### src/rtl/epc_err_counter.sv
// Saturating error counter for link-health monitoring.
// Ports:
//   clk    : system clock
//   rst    : synchronous active-high reset (count -> 0)
//   i_inc  : an error was seen this cycle
//   i_clr  : clear the count; a simultaneous i_inc loads 1 instead of 0
//   o_cnt  : current count, sticks at all-ones instead of wrapping
module epc_err_counter #(
    parameter int W = 8
) (
    input  logic         clk,
    input  logic         rst,
    input  logic         i_inc,
    input  logic         i_clr,
    output logic [W-1:0] o_cnt
);

    logic [W-1:0] r_cnt;

    always_ff @(posedge clk) begin
        if (rst) begin
            r_cnt <= '0;
        end else if (i_clr) begin
            r_cnt <= i_inc ? W'(1) : '0;
        end else if (i_inc && (r_cnt != '1)) begin
            r_cnt <= r_cnt + W'(1);
        end
    end

    assign o_cnt = r_cnt;

endmodule

### config.mk
export PLATFORM = sky130hd
export DESIGN_NAME = epc_err_counter
export DESIGN_NICKNAME = d
export VERILOG_FILES = /design/src/rtl/epc_err_counter.sv
export SDC_FILE = /design/constraint.sdc
export NUM_CORES = 1
export LEC_CHECK = 0
export ABC_CLOCK_PERIOD_IN_PS = 1900
export CAP_MARGIN = 15
export CORE_AREA = 10 10 47 49
export DETAILED_ROUTE_END_ITERATION = 16
export DIE_AREA = 0 0 57 59
export PLACE_DENSITY_LB_ADDON = 0.05
export SLEW_MARGIN = 20
export SYNTH_ARGS = -nofsm -noshare
export SYNTH_HDL_FRONTEND = slang
export SYNTH_SLANG_ARGS = --single-unit
### constraint.sdc
create_clock -name clk -period 1.9 [get_ports clk]
set_input_delay 0.38 -clock clk [delete_from_list [all_inputs] [get_ports clk]]
set_output_delay 0.38 -clock clk [all_outputs]
set_load 0.01 [all_outputs]
==> results.py, run 1 <==
metrics = {
    "power_and_ir_drop": {
        "netSwitchingFraction_pct": 22.5,
        "leakagePower_nw": 0.218,
        "power.total_mw": 0.337,
        "p_sw_mw": 0.0757,
        "clock_power_share_pct": 38.5,
        "vdd_drop_max_uv": 318,
        "powerDensity_nw_per_um2": 565,
        "p_seq_share_pct": 51.6,
        "intPower_mw": 0.261,
        "pwr-share-comb_pct": 9.9,
    },
    "final_layout": {
        "multi_input_area_um2": 262,
        "mostFrequentLayoutCells": "clkdlybuf4s50_1 (11), dfxtp_1 (8), nand2_1 (5)",
        "syn_to_final_growth_pct": 34.4,
        "fillers": 145,
        "largest_reg_flops": 8,
        "layout_commonest_cell": "clkdlybuf4s50_1",
        "stdcell_area_um2": 597,
        "drive_gt1_share_pct": 8.96,
        "n_antenna_cell": 0,
        "ff_latch_area_um2": 160,
        "nets": 74,
    },
    "routing": {
        "avgRoutedWirePerCell_um": 14.5,
        "via_count": 455,
        "via_per_inst": 5.48,
        "drt_iter0_drc": 10,
        "drc": 0,
        "ant_nets": 0,
        "wl_um": 1210,
        "first_pass_iters": 4,
    },
    "clock_tree": {
        "root_buffer": "clkbuf_4",
        "cts_resized": 0,
        "postCtsSetupRepairBufs": 0,
        "cts.reportedPaths.clkPinSlew_ns": 0.06,
        "cts_sinks": 8,
        "clk_latency_ns": 0.25,
        "cts_buffers": 3,
        "cts_tree": "built",
        "postCtsHoldBufs": 0,
        "ctsHtreeMaxLevel": 1,
        "ctsLongestPathBuffers": 2,
    },
    "timing": {
        "hold_viol": 0,
        "period_share_pct": 89.3,
        "max_freq_mhz": 589,
        "drv_slew": 0,
        "fin_crit_ns": 1.70,
        "clock_skew_ns": 0.00431,
        "rsz0062_at_grt": "no",
        "setup_viol": 0,
        "tightest_slew_ns": 0.295,
        "whs_ns": 0.530,
        "tns_ns": 0,
        "maxSlewHeadroom_pct": 80.1,
    },
    "setup_path": {
        "worstSetupStartpointType": "flip-flop",
        "crit_buf_inv": 1,
        "path_cells": "clkdlybuf4s50_1",
        "crit_family": "buffers and inverters",
        "crit_path_end_kind": "output port",
        "cp_slowest_cell": "clkdlybuf4s50_1",
        "cpPeakStageDelay_ns": 0.60,
        "cp.arrival_ns": 1.32,
        "cp.required_ns": 1.52,
        "crit_type": "flip-flop to output port",
        "worstPathMaxFanout": 8,
    },
    "flow_run": {
        "maxCapViolCount": 0,
    },
    "global_route": {
        "grt_pass1_vias": 453,
        "grt_first_pass_wirelength_um": 2040,
        "grt_usage_pct": 7.45,
        "antenna_found_initial": 0,
        "grt_start_max_net_pins": 9,
        "globalRoute.totalOverflow": 0,
    },
    "placement": {
        "placed_area_um2": 574,
        "place_congestion": 0.774,
        "port_buffers": 11,
        "hpwl_um": 896,
    },
    "floorplanning": {
        "die_x_um": 57,
        "die_h_um": 59,
        "initial_core_util_pct": 31.7,
        "die_area_um2": 3360,
        "core_um2": 1400,
        "io_pins": 12,
        "rows": 14,
    },
    "synthesis": {
        "synth_nets": 58,
        "syn_area_um2": 444,
        "avgSynthCellArea_um2": 8.38,
        "yosysUniqueCellTypes": 25,
        "synth_top_area_cell": "dfxtp_1",
        "ys_ff_latch": 8,
        "synth_top_cell_area_share_pct": 36.1,
        "yosysSeqAreaShare_pct": 36.1,
        "ys_top_cells_by_area": "dfxtp_1 (36%), mux2i_1 (6.8%), a31oi_1 (5.6%), a21oi_1 (4.5%), nand2_1 (4.2%)",
        "yosysWarnings": 0,
        "netlist_instances": 53,
    },
    "run_status": {
        "status": "finished, final reports clean",
    },
    "hold_path": {
        "hold_class": "flip-flop to flip-flop",
    },
}
## cell usage after synthesis
library cell and n:
nor2_1 2, and4_1 2, a31o_2 1, buf_4 1, inv_1 4, a2111oi_1 1, a21oi_1 4, o311ai_0 1
a211oi_1 1, nand2b_1 1, nor2b_1 1, o41ai_1 1, and3_2 1, o21ai_0 2, nand3_1 2, a31oi_1 4
and3_1 1, mux2i_1 3, and2_1 1, nand4b_1 1, dfxtp_1 8, ha_1 1, nand4_1 3, nor4_1 1
nand2_1 5
## path summary, 6_finish.rpt
check,from,to,slack [ns],cells past startpoint
setup reg to reg,o_cnt[1]$_SDFFE_PP0P_,o_cnt[4]$_SDFFE_PP0P_,0.48,4
hold reg to reg,o_cnt[1]$_SDFFE_PP0P_,o_cnt[1]$_SDFFE_PP0P_,0.53,2
setup / recovery,o_cnt[5]$_SDFFE_PP0P_,o_cnt[5],0.20,1
hold / removal,o_cnt[1]$_SDFFE_PP0P_,o_cnt[1]$_SDFFE_PP0P_,0.53,2
## routing by layer
metal | global-route usage (%) | vias to the layer above | wire length (um)
met5 | 0 | - | 0
met4 | 4.03 | 0 | 9
met3 | 3.65 | 2 | 99
met2 | 10.5 | 14 | 491
met1 | 8.96 | 206 | 606
li1 | - | 233 | -
## cell families (layout without fill, tap and decap cells)
group	count (synthesis)	count (layout)	share of synthesized area, %
buffers and inverters	5	19	5.07
muxes	3	3	6.76
adders and majority gates	1	1	2.82
and+or+nand+nor	21	21	27.1
AOI/OAI and AO/OA	15	15	22.3
DFF	8	8	36.1
## stage by stage
step / cells / util [%] / setup WS (ns)
2_1_floorplan: 53 / - / 0.619
3_3_place_gp: 80 / 41.0 / 0.179
3_5_place_dp: 80 / 41.0 / 0.149
4_1_cts: 83 / 42.6 / 0.201
5_1_grt: 83 / 42.6 / 0.162
6_report: 83 / 42.6 / 0.203
## final cells by class
type	instances	area share, %
flip-flops and latches	8	26.8
inverters	4	2.52
multi-input cells	40	43.8
well taps	16	3.35
clock buffers	3	3.77
repair buffers	12	19.7
## power groups by stage
stage | clock network (mW) | registers, mW | logic [mW]
2_1_floorplan | 0 | 0.178 | 0.0133
3_3_place_gp | 0 | 0.177 | 0.0336
3_5_place_dp | 0 | 0.177 | 0.0332
4_1_cts | 0.133 | 0.174 | 0.0338
5_1_grt | 0.143 | 0.174 | 0.0369
6_report | 0.130 | 0.174 | 0.0335
No activity file was read; power rests on OpenSTA's default activity.
==> inputs of run 2 (changes only) <==
--- a/config.mk
+++ b/config.mk
@@ -10,6 +10,7 @@
 export CORE_AREA = 10 10 47 49
 export DETAILED_ROUTE_END_ITERATION = 16
 export DIE_AREA = 0 0 57 59
+export DONT_BUFFER_PORTS = 1
 export PLACE_DENSITY_LB_ADDON = 0.05
 export SLEW_MARGIN = 20
 export SYNTH_ARGS = -nofsm -noshare
==> results.py, run 2 (synthesis gave the netlist of run 1 again) <==
metrics = {
    "clock_tree": {
        "ctsHtreeMaxLevel": 1,
        "cts.reportedPaths.clkPinSlew_ns": 0.06,
        "ctsLongestPathBuffers": 2,
        "clk_latency_ns": 0.25,
        "postCtsSetupRepairBufs": 0,
        "root_buffer": "clkbuf_4",
        "cts_resized": 0,
        "postCtsHoldBufs": 0,
        "cts_sinks": 8,
        "cts_buffers": 3,
        "cts_tree": "built",
    },
    "placement": {
        "hpwl_um": 906,
        "port_buffers": 0,
        "place_inst": 70,
        "place_congestion": 0.727,
    },
    "timing": {
        "tns_ns": 0,
        "whs_ns": 0.188,
        "max_freq_mhz": 684,
        "rsz0062_at_grt": "no",
        "tightest_slew_ns": 0.539,
        "clock_skew_ns": 0.00442,
        "fin_crit_ns": 1.46,
        "drv_slew": 0,
        "maxSlewHeadroom_pct": 64.0,
        "setup_viol": 0,
        "hold_viol": 0,
        "period_share_pct": 77.0,
    },
    "global_route": {
        "antenna_found_initial": 0,
        "grt_start_max_net_pins": 9,
        "grt_pass1_vias": 397,
        "globalRoute.totalOverflow": 0,
        "grt_first_pass_wirelength_um": 1850,
        "grt_usage_pct": 7.01,
    },
    "floorplanning": {
        "io_pins": 12,
        "die_h_um": 59,
        "core_um2": 1400,
        "die_area_um2": 3360,
        "rows": 14,
        "die_x_um": 57,
        "initial_core_util_pct": 31.7,
    },
    "setup_path": {
        "worstPathMaxFanout": 7,
        "ff2ff_setup_slack_ns": 0.44,
        "r2r-end": "o_cnt[4]$_SDFFE_PP0P_",
        "cp.arrival_ns": 1.59,
        "crit_type": "flip-flop to flip-flop",
        "worstSetupStartpointType": "flip-flop",
        "cp.required_ns": 2.03,
        "crit_path_end_kind": "flip-flop",
        "cp-startpoint": "o_cnt[1]$_SDFFE_PP0P_",
        "r2r.worst_path.cells": 4,
        "r2r_start": "o_cnt[1]$_SDFFE_PP0P_",
        "crit_end": "o_cnt[4]$_SDFFE_PP0P_",
    },
    "final_layout": {
        "fillers": 161,
        "n_antenna_cell": 0,
        "nets": 64,
        "layout_commonest_cell": "dfxtp_1",
        "mostFrequentLayoutCells": "dfxtp_1 (8), nand2_1 (5), a21oi_1 (4), inv_1 (4), a31oi_1 (4)",
        "largest_reg_flops": 8,
        "finalNonFillerCells": 73,
        "ff_latch_area_um2": 160,
        "syn_to_final_growth_pct": 11.3,
        "drive_gt1_share_pct": 12.3,
        "multi_input_area_um2": 262,
    },
    "power_and_ir_drop": {
        "powerDensity_nw_per_um2": 652,
        "leakagePower_nw": 0.184,
        "vdd_drop_max_uv": 318,
    },
    "routing": {
        "first_pass_iters": 4,
        "via_per_inst": 5.79,
        "drt_iter0_drc": 10,
        "via_count": 423,
        "drc": 0,
        "wl_um": 1200,
        "ant_nets": 0,
        "avgRoutedWirePerCell_um": 16.4,
    },
    "run_status": {
        "status": "finished, final reports clean",
    },
    "flow_run": {
        "maxCapViolCount": 0,
    },
    "hold_path": {
        "hold_class": "input port to flip-flop",
    },
}
## run 2: changes by cell type in the layout (fill, tap and decap cells not counted)
| cell | previous run | this run |
|---|---|---|
| buf_4 | 1 | 2 |
| clkdlybuf4s50_1 | 11 | 0 |
## run 2: worst min path at each step
stage | startpoint | to | slack, ns | cells after the start
after floorplan | rst | o_cnt[0]$_SDFFE_PP0P_ | 0.45 | 1
after global placement | rst | o_cnt[0]$_SDFFE_PP0P_ | 0.45 | 1
after detailed placement | rst | o_cnt[0]$_SDFFE_PP0P_ | 0.45 | 1
after CTS | rst | o_cnt[0]$_SDFFE_PP0P_ | 0.18 | 1
after global routing | i_clr | o_cnt[5]$_SDFFE_PP0P_ | 0.19 | 1
final | rst | o_cnt[0]$_SDFFE_PP0P_ | 0.19 | 1
## run 2: area by class of cell
type	count	area share [%]
repair buffers	2	3.04
multi-input cells	40	52.9
flip-flops and latches	8	32.4
clock buffers	3	4.56
well taps	16	4.05
inverters	4	3.04
## run 2: critical path, cell delays in order (launching register included)
cell and delay (ns):
dfxtp_1 0.45, ha_1 0.33, nand3_1 0.17, o311ai_0 0.30, nand2_1 0.08
## run 2: metrics by stage
| stage | util, % | worst slack (ns) | area, um^2 | power (mW) |
|---|---|---|---|---|
| floorplan | - | 0.619 | 444 | 0.191 |
| global placement | 33.7 | 0.468 | 472 | 0.194 |
| detailed placement | 33.7 | 0.433 | 472 | 0.195 |
| CTS | 35.3 | 0.440 | 494 | 0.328 |
| global route | 35.3 | 0.314 | 494 | 0.341 |
| finish | 35.3 | 0.437 | 494 | 0.322 |
## run 2: where the power goes
part | total [mW] | internal (mW) | switching [mW]
Clock | 0.131 | 0.0724 | 0.0586
Combinational | 0.0158 | 0.00796 | 0.00785
Sequential | 0.175 | 0.170 | 0.00491
## run 2: per-layer routing
layer / part of all wire, % / global-route usage (%)
met1: 42 / 7.02
met2: 43 / 9.77
met3: 15 / 5.36
met4: 0.59 / 5.03
met5: 0 / 0
==> inputs of run 3 (changes only) <==
--- a/config.mk
+++ b/config.mk
@@ -5,7 +5,7 @@
 export SDC_FILE = /design/constraint.sdc
 export NUM_CORES = 1
 export LEC_CHECK = 0
-export ABC_CLOCK_PERIOD_IN_PS = 1900
+export ABC_CLOCK_PERIOD_IN_PS = 1400
 export CAP_MARGIN = 15
 export CORE_AREA = 10 10 47 49
 export DETAILED_ROUTE_END_ITERATION = 16
==> constraint.sdc (replaced) <==
create_clock -name clk -period 1.4 [get_ports clk]
set_input_delay 0.28 -clock clk [delete_from_list [all_inputs] [get_ports clk]]
set_output_delay 0.28 -clock clk [all_outputs]
set_load 0.01 [all_outputs]
==> results.py, run 3 (synthesis gave the netlist of run 1 again) <==
metrics = {
    "clock_tree": {
        "cts_tree": "built",
        "cts.reportedPaths.clkPinSlew_ns": 0.06,
        "ctsLongestPathBuffers": 2,
        "ctsHtreeMaxLevel": 1,
        "cts_buffers": 3,
        "root_buffer": "clkbuf_4",
        "clk_latency_ns": 0.26,
        "cts_sinks": 8,
    },
    "global_route": {
        "grt_usage_pct": 8.37,
        "grt_start_max_net_pins": 9,
        "globalRoute.totalOverflow": 0,
        "grt_first_pass_wirelength_um": 2210,
        "antenna_found_initial": 0,
        "grt_pass1_vias": 500,
    },
    "hold_path": {
        "hold_class": "input port to flip-flop",
    },
    "timing": {
        "hold_viol": 0,
        "tns_ns": 0,
        "maxSlewHeadroom_pct": 77.8,
        "drv_slew": 0,
        "fin_ws_ns": 0.107,
        "max_freq_mhz": 773,
        "setup_viol": 0,
        "tightest_slew_ns": 0.333,
        "fin_crit_ns": 1.29,
        "period_share_pct": 92.4,
        "rsz0062_at_grt": "no",
        "clock_skew_ns": 0.00375,
    },
    "power_and_ir_drop": {
        "p_seq_share_pct": 51.5,
        "netSwitchingFraction_pct": 23.3,
        "powerDensity_nw_per_um2": 790,
        "vdd_drop_max_uv": 388,
        "pwr-share-comb_pct": 8.0,
        "intPower_mw": 0.349,
        "p_sw_mw": 0.106,
        "leakagePower_nw": 0.227,
        "clock_power_share_pct": 40.6,
    },
    "setup_path": {
        "cp.required_ns": 1.58,
        "r2r-end": "o_cnt[1]$_SDFFE_PP0P_",
        "ff2ff_setup_slack_ns": 0.11,
        "worstSetupStartpointType": "flip-flop",
        "crit_path_end_kind": "flip-flop",
        "cp.arrival_ns": 1.47,
        "r2r.worst_path.cells": 4,
        "cp-startpoint": "o_cnt[0]$_SDFFE_PP0P_",
        "crit_type": "flip-flop to flip-flop",
        "crit_end": "o_cnt[1]$_SDFFE_PP0P_",
        "r2r_start": "o_cnt[0]$_SDFFE_PP0P_",
        "worstPathMaxFanout": 7,
    },
    "final_layout": {
        "nets": 72,
        "multi_input_area_um2": 283,
        "ff_latch_area_um2": 160,
        "largest_reg_flops": 8,
        "layout_commonest_cell": "buf_4",
        "mostFrequentLayoutCells": "buf_4 (10), dfxtp_1 (8), nand2_1 (5), a21oi_1 (4), inv_1 (4)",
        "syn_to_final_growth_pct": 29.6,
        "finalNonFillerCells": 81,
        "n_antenna_cell": 0,
        "drive_gt1_share_pct": 29.2,
        "fillers": 145,
    },
    "placement": {
        "port_buffers": 0,
        "place_congestion": 0.784,
        "dp_slack_ns": 0.0116,
        "hpwl_um": 1010,
        "place_inst": 78,
    },
    "routing": {
        "drt_iter0_drc": 17,
        "highest_layer": "met4",
        "met1_length_um": 553,
        "first_pass_iters": 4,
        "via_count": 476,
        "wl_um": 1340,
        "met3_wirelength_um": 159,
        "route.met2.wl_um": 581,
        "ant_nets": 0,
        "drc": 0,
        "via_per_inst": 5.88,
        "avgRoutedWirePerCell_um": 16.5,
    },
    "floorplanning": {
        "io_pins": 12,
        "die_area_um2": 3360,
        "initial_core_util_pct": 31.7,
        "die_x_um": 57,
        "rows": 14,
        "die_h_um": 59,
        "core_um2": 1400,
    },
    "flow_run": {
        "maxCapViolCount": 0,
    },
    "run_status": {
        "status": "finished, final reports clean",
    },
}
==> run 3: cell count changes in the layout (fill, tap and decap cells not counted), sizes merged <==
| cell | previous run | this run |
|---|---|---|
| buf | 2 | 10 |
==> run 3: final cells by class <==
cell class / instances / area share, %
Sequential cell: 8 / 27.8
Multi-Input combinational cell: 40 / 49.1
Timing Repair Buffer: 10 / 13.0
Tap cell: 16 / 3.48
Inverter: 4 / 2.61
Clock buffer: 3 / 3.91
==> run 3: worst min-delay path by stage <==
stage	from	endpoint	slack [ns]	cells after the start
4_1_cts	rst	o_cnt[0]$_SDFFE_PP0P_	0.08	1
3_5_place_dp	rst	o_cnt[0]$_SDFFE_PP0P_	0.36	1
5_1_grt	rst	o_cnt[0]$_SDFFE_PP0P_	0.07	1
2_1_floorplan	rst	o_cnt[0]$_SDFFE_PP0P_	0.35	1
6_report	i_clr	o_cnt[5]$_SDFFE_PP0P_	0.08	1
3_3_place_gp	rst	o_cnt[0]$_SDFFE_PP0P_	0.36	1
==> run 3: layer usage <==
| metal | up-vias | track usage (%) |
|---|---|---|
| li1 | 231 | - |
| met1 | 215 | 9.36 |
| met2 | 22 | 11.3 |
| met3 | 8 | 4.51 |
| met4 | 0 | 7.05 |
| met5 | - | 0 |
==> run 3: what timing repair did <==
item,in CTS,in global routing
hold buffers,0,0
resized for setup,1,4
endpoints found under the setup margin,1,4
buffers inserted,0,0
pin swaps,0,1
cloned,0,0
endpoints found under the hold margin,0,0
==> run 3: critical path: stages (launching register included) <==
cell and delay [ns]:
dfxtp_1 0.33, ha_2 0.23, and4_1 0.25, a31oi_2 0.17
mux2i_1 0.23
==> run 3: power groups by stage <==
stage	logic, mW	registers, mW	clock network (mW)
finish	0.0362	0.234	0.184
global route	0.0399	0.235	0.206
CTS	0.0347	0.234	0.187
detailed placement	0.0344	0.239	0
global placement	0.0334	0.239	0
floorplan	0.0181	0.241	0
==> run 3: stage by stage <==
step | total power, mW | cell area, um^2 | util (%) | hold WS (ns)
after floorplan | 0.259 | 444 | - | 0.349
after global placement | 0.272 | 532 | 37.9 | 0.355
after detailed placement | 0.273 | 532 | 37.9 | 0.357
after CTS | 0.456 | 557 | 39.7 | 0.0818
after global routing | 0.481 | 576 | 41.1 | 0.0745
final | 0.455 | 576 | 41.1 | 0.0832
